### config.mk
export PLATFORM = sky130hd
export DESIGN_NAME = stack_ctrl
export DESIGN_NICKNAME = d
export VERILOG_FILES = /design/src/rtl/cpu_common_pkg.sv /design/src/rtl/stack_ctrl.sv
export SDC_FILE = /design/constraint.sdc
export NUM_CORES = 1
export LEC_CHECK = 0
export CELL_PAD_IN_SITES_DETAIL_PLACEMENT = 0
export CELL_PAD_IN_SITES_GLOBAL_PLACEMENT = 1
export CORE_MARGIN = 3
export CORE_UTILIZATION = 37
export DETAILED_ROUTE_END_ITERATION = 10
export PLACE_DENSITY_LB_ADDON = 0.15
export SLEW_MARGIN = 20
export SYNTH_ARGS = -nofsm -noshare
export SYNTH_HDL_FRONTEND = slang
export SYNTH_SLANG_ARGS = --single-unit
### constraint.sdc
create_clock -name clk -period 3.1 [get_ports clk]
set_clock_uncertainty 0.2 [all_clocks]
set_input_delay 0.31 -clock clk [delete_from_list [all_inputs] [get_ports clk]]
set_output_delay 0.31 -clock clk [all_outputs]
set_load 0.02 [all_outputs]
### src/rtl/cpu_common_pkg.sv
// Shared CPU types: stack request opcodes, SP adjustment codes and stack limits.
package cpu_common;

  typedef enum logic {
    STACK_PUSH = 1'b0,
    STACK_POP  = 1'b1
  } stack_op_t;

  typedef enum logic [2:0] {
    SP_NOP   = 3'd0,
    SP_INC_1 = 3'd1,
    SP_INC_2 = 3'd2,
    SP_DEC_1 = 3'd3,
    SP_DEC_2 = 3'd4
  } sp_operation_t;

  localparam int unsigned  SP_ADDR_W = 14;
  localparam logic [13:0]  SP_EMPTY  = 14'h3FFF;

  // Room check for a request against the current SP (next free byte, grows down).
  function automatic logic stack_bounds_ok(stack_op_t op, logic word, logic [13:0] sp);
    if (op == STACK_PUSH) return word ? (sp >= 14'd2) : (sp >= 14'd1);
    return word ? (sp <= 14'h3FFD) : (sp <= 14'h3FFE);
  endfunction

endpackage

### src/rtl/stack_ctrl.sv
// Push/pop sequencer: bounds-checks a request, runs the byte-wide memory
// accesses and issues the matching single-cycle SP adjustment.
module stack_ctrl
  import cpu_common::*;
(
  input  logic          clk,
  input  logic          rst_async,
  input  logic          req_valid,
  output logic          req_ready,
  input  stack_op_t     req_op,
  input  logic          req_word,
  input  logic [15:0]   req_wdata,
  output logic          rsp_valid,
  output logic          rsp_err,
  output logic [15:0]   rsp_rdata,
  input  logic [13:0]   sp_addr,
  output sp_operation_t sp_operation,
  output logic [13:0]   mem_addr,
  output logic          mem_we,
  output logic          mem_re,
  output logic [7:0]    mem_wdata,
  input  logic [7:0]    mem_rdata
);

  typedef enum logic [2:0] {
    IDLE    = 3'd0,
    WR_HI   = 3'd1,
    WR_LO   = 3'd2,
    RD_LO   = 3'd3,
    RD_HI   = 3'd4,
    RD_WAIT = 3'd5,
    DONE    = 3'd6
  } state_t;

  state_t      state_q, state_d;
  stack_op_t   op_q;
  logic        word_q;
  logic [15:0] wdata_q;
  logic [15:0] rdata_q, rdata_d;
  logic        err_q, err_d;
  logic        accept;

  assign accept = (state_q == IDLE) && req_valid;

  // State, latched request and response registers.
  always_ff @(posedge clk or posedge rst_async) begin
    if (rst_async) begin
      state_q <= IDLE;
      op_q    <= STACK_PUSH;
      word_q  <= 1'b0;
      wdata_q <= '0;
      rdata_q <= '0;
      err_q   <= 1'b0;
    end else begin
      state_q <= state_d;
      rdata_q <= rdata_d;
      err_q   <= err_d;
      if (accept) begin
        op_q    <= req_op;
        word_q  <= req_word;
        wdata_q <= req_wdata;
      end
    end
  end

  // Next state, read-data capture and per-state decode of memory/SP outputs.
  always_comb begin
    state_d      = state_q;
    rdata_d      = rdata_q;
    err_d        = err_q;
    req_ready    = 1'b0;
    rsp_valid    = 1'b0;
    mem_addr     = '0;
    mem_we       = 1'b0;
    mem_re       = 1'b0;
    mem_wdata    = '0;
    sp_operation = SP_NOP;
    unique case (state_q)
      IDLE: begin
        req_ready = 1'b1;
        if (req_valid) begin
          // Pushes and errors report zero data, so clear it up front.
          rdata_d = '0;
          if (stack_bounds_ok(req_op, req_word, sp_addr)) begin
            err_d = 1'b0;
            if (req_op == STACK_PUSH) state_d = req_word ? WR_HI : WR_LO;
            else                      state_d = RD_LO;
          end else begin
            err_d   = 1'b1;
            state_d = DONE;
          end
        end
      end
      WR_HI: begin
        mem_addr  = sp_addr;
        mem_wdata = wdata_q[15:8];
        mem_we    = 1'b1;
        state_d   = WR_LO;
      end
      WR_LO: begin
        // SP hasn't moved after WR_HI, so the low byte of a word sits at sp-1.
        mem_addr     = word_q ? (sp_addr - 14'd1) : sp_addr;
        mem_wdata    = wdata_q[7:0];
        mem_we       = 1'b1;
        sp_operation = word_q ? SP_DEC_2 : SP_DEC_1;
        state_d      = DONE;
      end
      RD_LO: begin
        mem_addr = sp_addr + 14'd1;
        mem_re   = 1'b1;
        state_d  = word_q ? RD_HI : RD_WAIT;
      end
      RD_HI: begin
        mem_addr      = sp_addr + 14'd2;
        mem_re        = 1'b1;
        rdata_d[7:0]  = mem_rdata;
        state_d       = RD_WAIT;
      end
      RD_WAIT: begin
        if (word_q) rdata_d[15:8] = mem_rdata;
        else        rdata_d       = {8'h00, mem_rdata};
        sp_operation = word_q ? SP_INC_2 : SP_INC_1;
        state_d      = DONE;
      end
      DONE: begin
        rsp_valid = 1'b1;
        state_d   = IDLE;
      end
      default: state_d = IDLE;
    endcase
  end

  assign rsp_err   = (state_q == DONE) && err_q;
  assign rsp_rdata = rdata_q;

  logic unused_op;
  assign unused_op = (op_q == STACK_POP);

endmodule

Word level (Yosys, flattened, before mapping)
Cells that the tools add are included.

operators by class
  $mul = 0
  bitwise logic cells = 0
  shift operators = 0
  order comparisons = 4
  reduce and logical (&&, ||, !) cells = 11
  div/mod/pow operators = 0
  equal/unequal tests = 8
  $add $sub $neg = 3
  muxes and demuxes = 31

operator list
  kind                     number
  $pmux W14 S4             1
  $pmux W8 S2              2
  $le A14 B14 Y1 const B   2
  $pmux W8 S3              1
  $mux W16                 1
  $mux W8                  2
  $mux W1                  15
  $pmux W3 S5              1
  $add A14 B1 Y14 const B  1
  $add A14 B2 Y14 const B  1
  $ge A14 B1 Y1 const B    1
  $ge A14 B2 Y1 const B    1
  $mux W14                 1
  $sub A14 B1 Y14 const B  1
  $eq A3 B3 Y1 const B     3
  $mux W3                  3
  $eq A3 B2 Y1 const B     2
  $mux W2                  3
  $pmux W3 S2              1
  $reduce_or A2 Y1         3
  $ne A2 B2 Y1 const B     2
  $reduce_and A2 Y1        2
  $eq A3 B1 Y1 const B     1
  $logic_not A3 Y1         1
  other kinds (4)          5

storage, ports and cells
  logic and storage cells = 63
  ROM bits = 0
  bits in registers = 37
  bits of input ports = 43
  latch bits = 0
  memory bits (writable) = 0
  output and inout port bits = 46
  memories kept = 0

Depth between registers and ports, before layout
  word-level depth = 9
  gate-level depth with buffers = 9
  depth with buffers taken out = 7

Worst setup path after synthesis
Ideal clock, no wire load.

  path type = input to output
  start = input port sp_addr[0]
  end = output port mem_addr[6]
  data arrival time = 2.011 ns
  path slack = 0.579 ns
  path buffers = 2
  stages on the path = 9
  required time = 2.590 ns
  cell sequence = buf_1 inv_1 ha_1 nand4bb_1 clkbuf_1 nor3_1 o21ai_0 nand2_1 a32oi_1

between the ends
  cells in the longest elaborated chain, start to end = 3
  elaborated cells on any way between the ends = 5
  those cells by class = 3 x add/sub; 2 x mux

ends and longest elaborated chain
  element             RTL line           source
  start: declaration  stack_ctrl.sv:16   input logic [13:0] sp_addr,
  $sub A14 B1 Y14     stack_ctrl.sv:102  mem_addr = word_q ? (sp_addr - 14'd1) : sp_addr;
  $mux W14            stack_ctrl.sv:102
  $pmux W14 S4 *      stack_ctrl.sv:78   unique case (state_q)
  end: declaration    stack_ctrl.sv:18   output logic [13:0] mem_addr,

Mark *: on every way between the ends. The rest lies on a longest branch, timed or not.

Worst setup path in the final report
  start = input port sp_addr[1]
  end = output port mem_addr[9]

Same word-level chain as after synthesis.

==> results.tsv <==
stage	metric	value	unit
outcome	outcome	finished, final reports clean	
pwr	Clk pwr share	12.7	%
global_route	Total Routing Usage GR	21.2	%
placed_design	Inst Count DP	545	
detailed_routing	Initial DRT Pass Iterations	5	
synthesis	Net Count, Synth	387	
cts	H-tree depth	2	
pwr	Reg power frac	23.5	%
sta	Tcrit/Tclk final	95.9	%
placed_design	placed cell areas	4110	µm²
sta	Setup Viol. Count Final	0	
sta	Worst Tran Pin Value	0.510	ns
final_layout	FF+latch area	926	µm²
worst_setup_path	Worst setup startpoint	sp_addr[1]	
sta	max-slew violation count	0	
pwr	Lkg Pwr	0.00185	µW
global_route	global-route met1 utilization	28.7	%
synthesis	mux share of post-synthesis cell area	7.77	%
synthesis	post-synthesis register bit count	37	
sta	FMAX	336	MHz
final_layout	multi-input combinational cell area	1780	µm²
synthesis	Post-Syn Area	2870	µm²
synthesis	ys async rst share	100	%
pwr	internal power	1920	µW
final_layout	Final #Nets	505	
synthesis	cell taking the most area after synthesis	dfrtp_1	
cts	CTS Sinks	37	
final_layout	post-route cell area	4240	µm²
synthesis	sequential area share after synthesis	32.3	%
placed_design	DPL Wire Length	7000	µm
pwr	Comb pwr share	63.8	%
worst_setup_path	Worst EP arrival	2.46	ns
placed_design	# port buffers	88	
global_route	Top Usage Layer GRT	met2	
pwr	VDD IR max	0.402	mV
sta	post-route minimum period	2.97	ns
synthesis	Synth Instances	335	
cts	later-pin clock latency in the skew report	0.28	ns
synthesis	area share of the largest cell type after synthesis	32.3	%
global_route	number of global-route vias before repair	3046	
placed_design	routability-driven placement congestion ratio	0.889	
hold_path	hold crit path type	primary input to asynchronous set/reset pin	
cts	CTS Buffer Depth	2	
final_layout	antenna diode count	0	
global_route	largest net degree at the start of global routing	38	
worst_setup_path	critical path startpoint category	primary input	
global_route	met3 Use GR	3.61	%
synthesis	syn_area_per_cell	8.56	µm²
cts	Post-CTS Hold Fix Bufs	0	
synthesis	largest family of logic cells by synthesized area	simple AND/OR/NAND/NOR gates	
detailed_routing	Vias	3063	
floorplan	Die Y	94.0	µm
worst_setup_path	Worst Reg-to-Reg Cells	5	
worst_setup_path	CP Capture Point	mem_addr[9]	
floorplan	Rows	31	
final_layout	share of cells above drive strength 1	17.2	%
final_layout	Layout area overhead	48.1	%
global_route	first-pass GRT wire length	15000	µm
detailed_routing	Antenna Nets Post-Route	0	
synthesis	top cells by area, synth	dfrtp_1 (32%), nand2_1 (5.8%), mux2_1 (5.5%)	
cts	TritonCTS clock tree	done	
floorplan	I/O Pins	89	
global_route	GRT met2 Usage	35.1	%
synthesis	Compound-Gate Fraction of Synth Area	23.5	%
cts	clock root buffer	clkbuf_8	
detailed_routing	routed len/inst	16.6	µm
synthesis	XOR/XNOR Fraction of Synth Area	2.14	%
cts	Post-CTS Setup Bufs	0	
synthesis	simple-gate share of the synthesized area	24.7	%
worst_setup_path	r2r endpoint	word_q	
global_route	total gr overflow	0	
synthesis	Netlist cell types	62	
synthesis	Post-synth top flop	dfrtp_1	
floorplan	die area	8840	µm²
synthesis	number of synthesized flops with an enable pin	0	
worst_setup_path	worst-path maximum fanout	5	
pwr	Psw	1480	µW
floorplan	Initial Utilization	38.9	%
job	Max-cap violations	0	
global_route	initial antenna violation count	0	
cts	CTS Buf Count	5	
sta	RSZ-0062 raised after global routing	false	
worst_setup_path	Worst Path Required	2.59	ns
floorplan	die width	94.0	µm
worst_setup_path	critical path class	primary input to primary output	
worst_setup_path	critical path capture point type	primary output	
detailed_routing	Detailed Route WL	9180	µm
final_layout	Layout fillers	676	
worst_setup_path	Reg2Reg Setup Slack	0.88	ns
worst_setup_path	Critical R2R Launch	state_q[1]	
sta	worst rel slew slack	65.7	%
detailed_routing	vias per inst	5.54	
synthesis	Synth Area in Adders	3.93	%
synthesis	Ys Warns	0	
pwr	Sw Share	43.5	%
final_layout	Final Instance Count excl. Fillers	553	
cts	clock slew at reported path FFs	0.07	ns
sta	Fin. Hold Viols	0	
pwr	pwr dens	802	nW/µm²
detailed_routing	DRT iter0 DRCs	240	
detailed_routing	DRC viols	0	
floorplan	core area	7370	µm²
[per-layer routing]
metal,vias up,routed length [µm]
met5,-,0
met4,0,142
met3,15,562
met2,121,4370
met1,1461,4100
li1,1466,-
[logic make-up (layout without fill, tap and decap cells)]
group,count (synthesis),after routing
flops,37,37
mux,20,20
buf+inv,35,154
simple gates,132,132
compound gates,95,95
fa+ha+maj,9,9
xor+xnor,7,7
[how the worst min path moves through the flow]
stage                       startpoint            end  depth (start not counted)
after global routing         rst_async     wdata_q[0]                          3
after CTS                    rst_async     wdata_q[0]                          3
after global placement    rsp_rdata[6]   rsp_rdata[6]                          2
after detailed placement    wdata_q[9]     wdata_q[9]                          1
after floorplan           mem_rdata[2]  rsp_rdata[10]                          1
final                        rst_async    wdata_q[14]                          3
[critical path: stages]
cell,delay [ns]
clkdlybuf4s50_1,0.49
buf_4,0.14
ha_1,0.20
and2_1,0.25
nand4_1,0.18
a221o_1,0.34
mux2i_1,0.12
o2bb2ai_1,0.09
dlygate4sd2_1,0.33
[registers in the layout, summed over array words and instances, names as in the netlist]
| name | cells |
|---|---|
| word_q | 1 |
| rsp_rdata | 16 |
| err_q | 1 |
| state_q | 3 |
| wdata_q | 16 |
[power groups by stage]
stage | Sequential, µW | Combinational [µW] | Clock, µW
after floorplan | 840 | 1210 | 0
after global placement | 797 | 2180 | 0
after detailed placement | 805 | 2190 | 0
after CTS | 800 | 2180 | 447
after global routing | 827 | 2360 | 469
final | 800 | 2170 | 434
[synth_stat cells, types with 8 or more instances]
master	n
a21oi_1	12
a22o_1	8
a22oi_1	12
and3_1	8
buf_2	12
clkbuf_1	9
dfrtp_1	37
ha_1	9
inv_1	8
mux2_1	14
nand2_1	44
nand3_1	10
nor2_1	27
nor3_1	9
o21ai_0	17
[timing repair]
item	in CTS	in global routing
endpoints found under the setup margin	4	7
gates resized for setup	4	7
pin swaps	0	0
hold endpoints to repair	0	0
[layout make-up]
class                           instances  share of cell area, %
Multi-Input combinational cell        263                   42.0
Tap cell                               99                   2.92
Timing Repair Buffer                  137                   29.7
Inverter                                9                  0.796
Sequential cell                        37                   21.8
Clock inverter                          2                  0.884
Clock buffer                            6                   1.95
[placed cells by master, fill, tap and decap left out, types with 3 or more instances in the layout]
master,count
xor2_1,5
and3_1,8
o22ai_1,5
dlymetal6s2s_1,6
clkbuf_8,6
nand3_1,10
o21ai_1,5
nor3_2,3
mux2_1,14
nor4_1,4
o21bai_1,3
clkdlybuf4s50_1,78
nand4_1,3
nor2b_1,4
dlygate4sd2_1,4
mux2_2,4
nor3_1,9
ha_1,9
a21o_1,3
a22o_1,8
inv_1,8
a21oi_1,12
nand2b_1,3
and2_1,4
dfrtp_1,37
a31oi_1,5
nor2_1,27
buf_4,49
a22oi_1,12
nand2_1,43
o21ai_0,17
[through the flow]
step | hold WS [ns] | worst slack, ns | power (µW) | utilization, % | TNS (ns)
after global placement | 0.263 | -0.0279 | 2970 | 55.8 | -0.0279
final | 0.237 | 0.127 | 3400 | 57.6 | 0
after floorplan | 0.243 | 0.579 | 2050 | - | 0
after global routing | 0.309 | 0.0373 | 3660 | 57.6 | 0
after detailed placement | 0.276 | -0.0326 | 2990 | 55.8 | -0.0338
after CTS | 0.245 | 0.00389 | 3430 | 57.4 | 0
Power figures use the tool's default switching activity.
